--- src/rtl/mem_pkg.sv ---
// Shared types for the multi-cycle memory responder: FSM states and the captured request.
package mem_pkg;
    localparam int WORD_BYTES = 4;

    typedef enum logic [1:0] {IDLE, WAIT, ACCESS, RESP} mem_state_t;

    typedef struct packed {
        logic                    we;
        logic [31:0]             addr;
        logic [31:0]             wdata;
        logic [WORD_BYTES-1:0]   be;
    } mem_req_t;
endpackage

--- src/rtl/mem_bank.sv ---
// Word-organised storage split into byte lanes: per-lane synchronous write, registered read.
module mem_bank
    import mem_pkg::*;
#(
    parameter int DEPTH_WORDS = 64,
    parameter int AW          = $clog2(DEPTH_WORDS)
) (
    input  logic                      clk,
    input  logic [WORD_BYTES-1:0]     we,
    input  logic                      re,
    input  logic [AW-1:0]             addr,
    input  logic [8*WORD_BYTES-1:0]   wdata,
    output logic [8*WORD_BYTES-1:0]   rdata
);
    genvar gi;
    generate
        for (gi = 0; gi < WORD_BYTES; gi++) begin : g_lane
            // One array per lane so each byte write enable maps onto its own RAM.
            logic [7:0] lane_mem [DEPTH_WORDS];
            logic [7:0] lane_rd_reg;

            always_ff @(posedge clk) begin
                if (we[gi]) begin
                    lane_mem[addr] <= wdata[8*gi +: 8];
                end
                if (re) begin
                    lane_rd_reg <= lane_mem[addr];
                end
            end

            assign rdata[8*gi +: 8] = lane_rd_reg;
        end
    endgenerate
endmodule

--- src/rtl/mem_responder.sv ---
// Multi-cycle memory responder with valid/ready request and response channels and programmable wait states.
// Optional MEM_PERF_CNT_EN adds rd_count/wr_count counters of successful read/write responses.
module mem_responder
    import mem_pkg::*;
#(
    parameter int DEPTH_WORDS = 64,
    parameter int WAIT_STATES = 2,
    parameter int CNT_W       = 3
) (
    input  logic                    clk,
    input  logic                    reset,
    input  logic                    req_valid,
    output logic                    req_ready,
    input  logic                    req_we,
    input  logic [31:0]             req_addr,
    input  logic [31:0]             req_wdata,
    input  logic [WORD_BYTES-1:0]   req_be,
    output logic                    rsp_valid,
    input  logic                    rsp_ready,
    output logic [31:0]             rsp_rdata,
    output logic                    rsp_err
`ifdef MEM_PERF_CNT_EN
    ,
    output logic [31:0]             rd_count,
    output logic [31:0]             wr_count
`endif
);
    localparam int AW = $clog2(DEPTH_WORDS);

    mem_state_t             state_reg, state_next;
    logic [CNT_W-1:0]       cnt_reg, cnt_next;
    mem_req_t               req_reg, req_next;
    logic                   err_reg, err_next;
    logic                   rd_sel_reg, rd_sel_next;
    logic [WORD_BYTES-1:0]  bank_we;
    logic                   bank_re;
    logic [31:0]            bank_rdata;
    logic                   access_err;

    assign access_err = (req_reg.addr[1:0] != 2'b00) ||
                        (req_reg.addr[31:2] >= 30'(DEPTH_WORDS));

    always_ff @(posedge clk or negedge reset) begin
        if (!reset) begin
            state_reg  <= IDLE;
            cnt_reg    <= '0;
            req_reg    <= '0;
            err_reg    <= 1'b0;
            rd_sel_reg <= 1'b0;
        end else begin
            state_reg  <= state_next;
            cnt_reg    <= cnt_next;
            req_reg    <= req_next;
            err_reg    <= err_next;
            rd_sel_reg <= rd_sel_next;
        end
    end

    always_comb begin
        state_next  = state_reg;
        cnt_next    = cnt_reg;
        req_next    = req_reg;
        err_next    = err_reg;
        rd_sel_next = rd_sel_reg;
        bank_we     = '0;
        bank_re     = 1'b0;
        case (state_reg)
            IDLE: begin
                if (req_valid) begin
                    req_next = '{we: req_we, addr: req_addr, wdata: req_wdata, be: req_be};
                    if (WAIT_STATES == 0) begin
                        state_next = ACCESS;
                    end else begin
                        state_next = WAIT;
                        cnt_next   = CNT_W'(WAIT_STATES - 1);
                    end
                end
            end
            WAIT: begin
                if (cnt_reg == '0) begin
                    state_next = ACCESS;
                end else begin
                    cnt_next = cnt_reg - CNT_W'(1);
                end
            end
            ACCESS: begin
                // Errored accesses never reach the bank; reads latch into the bank's read register.
                bank_we     = (req_reg.we && !access_err) ? req_reg.be : '0;
                bank_re     = !req_reg.we && !access_err;
                err_next    = access_err;
                rd_sel_next = !req_reg.we && !access_err;
                state_next  = RESP;
            end
            RESP: begin
                if (rsp_ready) begin
                    state_next  = IDLE;
                    err_next    = 1'b0;
                    rd_sel_next = 1'b0;
                end
            end
            default: state_next = IDLE;
        endcase
    end

    mem_bank #(
        .DEPTH_WORDS (DEPTH_WORDS),
        .AW          (AW)
    ) u_bank (
        .clk   (clk),
        .we    (bank_we),
        .re    (bank_re),
        .addr  (req_reg.addr[AW+1:2]),
        .wdata (req_reg.wdata),
        .rdata (bank_rdata)
    );

    assign req_ready = reset && (state_reg == IDLE);
    assign rsp_valid = (state_reg == RESP);
    assign rsp_err   = err_reg;
    // Gate the bank register so writes, errors and idle cycles present zero data.
    assign rsp_rdata = rd_sel_reg ? bank_rdata : 32'h0;

`ifdef MEM_PERF_CNT_EN
    logic rsp_done;
    assign rsp_done = (state_reg == RESP) && rsp_ready && !err_reg;

    always_ff @(posedge clk or negedge reset) begin
        if (!reset) begin
            rd_count <= '0;
            wr_count <= '0;
        end else if (rsp_done) begin
            if (req_reg.we) begin
                wr_count <= wr_count + 32'd1;
            end else begin
                rd_count <= rd_count + 32'd1;
            end
        end
    end
`endif
endmodule

--- config.mk ---
export PLATFORM = sky130hd
export DESIGN_NAME = mem_responder
export DESIGN_NICKNAME = d
export VERILOG_FILES = /design/src/rtl/mem_pkg.sv /design/src/rtl/mem_bank.sv /design/src/rtl/mem_responder.sv
export SDC_FILE = /design/constraint.sdc
export NUM_CORES = 2
export LEC_CHECK = 0
export CAP_MARGIN = 40
export CORE_MARGIN = 2
export CORE_UTILIZATION = 35
export DETAILED_ROUTE_END_ITERATION = 10
export PLACE_DENSITY = 0.62
export SYNTH_ARGS = -nofsm -noshare
export SYNTH_HDL_FRONTEND = slang
export SYNTH_SLANG_ARGS = --single-unit
--- constraint.sdc ---
create_clock -name clk -period 10.65 [get_ports clk]
set_input_delay 1.065 -clock clk [delete_from_list [all_inputs] [get_ports clk]]
set_output_delay 1.065 -clock clk [all_outputs]
set_load 0.01 [all_outputs]
==> flow_metrics.env <==
export IMPL_post_route_min_period_ns=4.71
export IMPL_cp_max_fo=63
export IMPL_postLayoutCoreUtil_pct=40.4
export IMPL_die_area_sq_mm=0.242
export IMPL_routabilityCongestion=0.880
export IMPL_fin_crit_sh_pct=44.2
export IMPL_clk_pin_slew_worst_paths_ns=0.06
export IMPL_h_tree_depth=4
export IMPL_grt_pass1_wl_um=368000
export IMPL_dr_pass1_iters=8
export IMPL_io_pins=108
export IMPL_maxCapViolCount=0
export IMPL_startpoint_type="flop"
export IMPL_grt_use_met1_pct=28.1
export IMPL_core_sq_mm=0.236
export IMPL_synth_ff_type="edfxtp_1"
export IMPL_cts_resized=0
export IMPL_use_met2_pct=31.6
export IMPL_synth_warnings=0
export IMPL_clock_path_buffers=3
export IMPL_cts_tree="built"
export IMPL_slew_headroom_pct=31.0
export IMPL_grt_max_degree=141
export IMPL_timing_final_ws_setup_ns=5.94
export IMPL_fin_nets=5254
export IMPL_grt_most_used_layer="met2"
export IMPL_syn_avg_cell_area_sq_um=16.6
export IMPL_arrival_ns=5.19
export IMPL_cts_setup_buffers=0
export IMPL_drive_gt1_share_pct=14.1
export IMPL_gr_usage_all_layers_pct=21.1
export IMPL_cellPowerDensity_mw_per_mm2=282
export IMPL_port_buffers=107
export IMPL_tightest_slew_ns=1.03
export IMPL_synth_fp_nets=5097
export IMPL_totalWireLength_um=265000
export IMPL_worst_setup_path_end_kind="flop"
export IMPL_rsz0062_at_grt="false"
export IMPL_synth_seq_cells=2156
export IMPL_die_w_um=492
export IMPL_fp_dieH_um=492
export IMPL_area_delta_synth_final_pct=14.5
export IMPL_synth_edff_count=2080
export IMPL_outcome="completed"
export IMPL_cts_buffers=210
export IMPL_cts_root_buf="clkbuf_16"
export IMPL_preCtsSetupSlack_ns=6.12
export IMPL_wire_per_inst_um=31.0
export IMPL_fillers=21000
export IMPL_cts_hold_fix_buffers=0
export IMPL_use_met3_pct=5.93
export IMPL_via_per_inst=5.93
export IMPL_worstSetupPathType="reg -> reg"
export IMPL_vias=50600
export IMPL_tns_ns=0
export IMPL_seq_area_frac_synth_pct=77.4
export IMPL_hold_violations=0
export IMPL_antenna_left=0
export IMPL_rows=178
export IMPL_synth_cell_types=61
export IMPL_holdWs_ns=0.178
export IMPL_drcViolationCount=0
export IMPL_grt_overflow_total=0
export IMPL_drt_first_iter_violations=7718
export IMPL_cellLeakagePower_nw=29.5
export IMPL_insertion_delay_ns=0.88
export IMPL_grt_pass1_vias=48200
export IMPL_min_path_type="in -> async"
export IMPL_finalMaxSlewViolations=0
export IMPL_dp_hpwl_um=165000
export IMPL_start_util_pct=35.3
export IMPL_fmax_mhz=212
export IMPL_cts_sinks=2156
export IMPL_setup_viol=0
export IMPL_largest_register_ffs=2048
export IMPL_crit_required_ns=11.13
export IMPL_syn_area_sq_mm=0.0832
export IMPL_ir_worst_vdd_v=0.000346
export IMPL_synthCells=5017
export IMPL_antenna_found_initial=29
export IMPL_finalClockSkew_ns=0.0411
export IMPL_async_flop_share_pct=3.53
[cell families (layout without fill, tap and decap cells)]
group / after synthesis / count (layout) / share of synthesized area, %
and+or+nand+nor: 755 / 755 / 3.94
adders and majority gates: 7 / 7 / 0.105
other: 0 / 27 / 0
buffers and inverters: 399 / 732 / 2.00
muxes: 365 / 365 / 4.81
AOI/OAI and AO/OA: 1335 / 1335 / 11.8
DFF: 2156 / 2156 / 77.4
[synth_stat cells (12+ instances only)]
cell       number  area share, %
a21oi_1       155           0.93
a221o_1        98            1.2
a221oi_1      319            3.4
a22o_1         58           0.61
a22oi_1       280            2.5
a31oi_1        13          0.098
and2_1         36           0.27
buf_1          46           0.21
buf_2          75           0.45
buf_4          12           0.11
clkbuf_1      252            1.1
dfrtp_1        76            2.3
edfxtp_1     2080             75
mux2_1         23           0.31
mux2_2        169            2.3
mux2i_1       164            2.0
nand2_1       161           0.73
nor2_1        410            1.8
nor3_1         55           0.33
o211ai_1       15           0.14
o21ai_0       173            1.0
o21ai_1        26           0.16
o221ai_1       19           0.20
o22ai_1       106           0.80
o2bb2ai_1      29           0.31
or3_1          15           0.11
or4_1          28           0.25
[layout by cell type, fill, tap and decap left out, types with 8 or more instances in the layout]
| master | count |
|---|---|
| nor4_1 | 10 |
| clkbuf_1 | 66 |
| a221oi_1 | 319 |
| dfrtp_1 | 40 |
| or3_1 | 14 |
| o221ai_1 | 19 |
| o211ai_1 | 15 |
| and2_1 | 34 |
| o21ai_0 | 173 |
| nor3_1 | 52 |
| dfrtp_2 | 33 |
| o2bb2ai_1 | 29 |
| mux4_2 | 9 |
| mux2_2 | 169 |
| buf_4 | 197 |
| clkbuf_16 | 213 |
| a21oi_1 | 155 |
| clkbuf_8 | 8 |
| or4_1 | 28 |
| a22o_1 | 58 |
| mux2_1 | 23 |
| a221o_1 | 98 |
| mux2i_1 | 164 |
| diode_2 | 27 |
| nor2_1 | 399 |
| clkinv_1 | 45 |
| o311ai_1 | 11 |
| a22oi_1 | 280 |
| edfxtp_1 | 2080 |
| nand2_1 | 156 |
| o21ai_1 | 26 |
| o22ai_1 | 106 |
| clkdlybuf4s50_1 | 106 |
| clkinv_2 | 34 |
| o31ai_1 | 11 |
| a31oi_1 | 13 |
| inv_6 | 8 |
| buf_8 | 14 |
| nor2_2 | 9 |
[routing by layer]
metal	part of all wire (%)	wire, um
met1	39	102000
met4	5.1	13400
met2	45	118000
met5	0.20	530
met3	12	30600
[per-stage QoR]
stage / total power [mW] / std cells / cell area (sq um)
finish: 26.8 / 8527 / 95200
global route: 27.6 / 8501 / 95200
CTS: 26.7 / 8494 / 95100
detailed placement: 19.8 / 8106 / 88700
global placement: 19.5 / 8000 / 87700
floorplan: 16.0 / 5017 / 83200
[worst paths after layout]
check,from,to,slack (ns),cells past startpoint
worst max register to register,req_reg[39]$_DFFE_PN0P_,u_bank.g_lane[2].lane_mem[3][2]$_DFFE_PP_,5.94,6
worst max-delay path,req_reg[39]$_DFFE_PN0P_,u_bank.g_lane[2].lane_mem[3][2]$_DFFE_PP_,5.94,6
min in group clk,req_reg[9]$_DFFE_PN0P_,u_bank.g_lane[0].lane_mem[14][5]$_DFFE_PP_,0.51,0
worst min-delay path,reset,cnt_reg[2]$_DFFE_PN0P_,0.18,1
max in group asynchronous,reset,req_reg[38]$_DFFE_PN0P_,9.40,2
worst min register to register,req_reg[9]$_DFFE_PN0P_,u_bank.g_lane[0].lane_mem[14][5]$_DFFE_PP_,0.51,0
[final cells by class]
| type | instances | area (sq um) | area share (%) |
|---|---|---|---|
| Sequential cell | 2156 | 64400 | 67.6 |
| Multi-Input combinational cell | 2462 | 17300 | 18.2 |
| Clock buffer | 287 | 5690 | 5.97 |
| Tap cell | 3150 | 3940 | 4.14 |
| Timing Repair Buffer | 334 | 3020 | 3.17 |
| Clock inverter | 101 | 731 | 0.767 |
| Antenna cell | 27 | 67.6 | 0.0709 |
| Inverter | 10 | 47.5 | 0.0499 |
[worst max-delay path, cell delays in order, from the launching register on]
cell and delay [ns]:
dfrtp_4 0.80, buf_4 0.69, nand2_1 0.25, nor2_2 0.63, buf_4 0.37, nand2_1 0.56
nor2_1 0.86
[power breakdown]
group          internal, mW  switching (mW)  total (mW)
Sequential             10.7           0.283        11.0
Clock                  3.90            3.16        7.05
Combinational          2.43            6.30        8.73
Total                  17.1            9.74        26.8
Power figures use the tool's default switching activity.
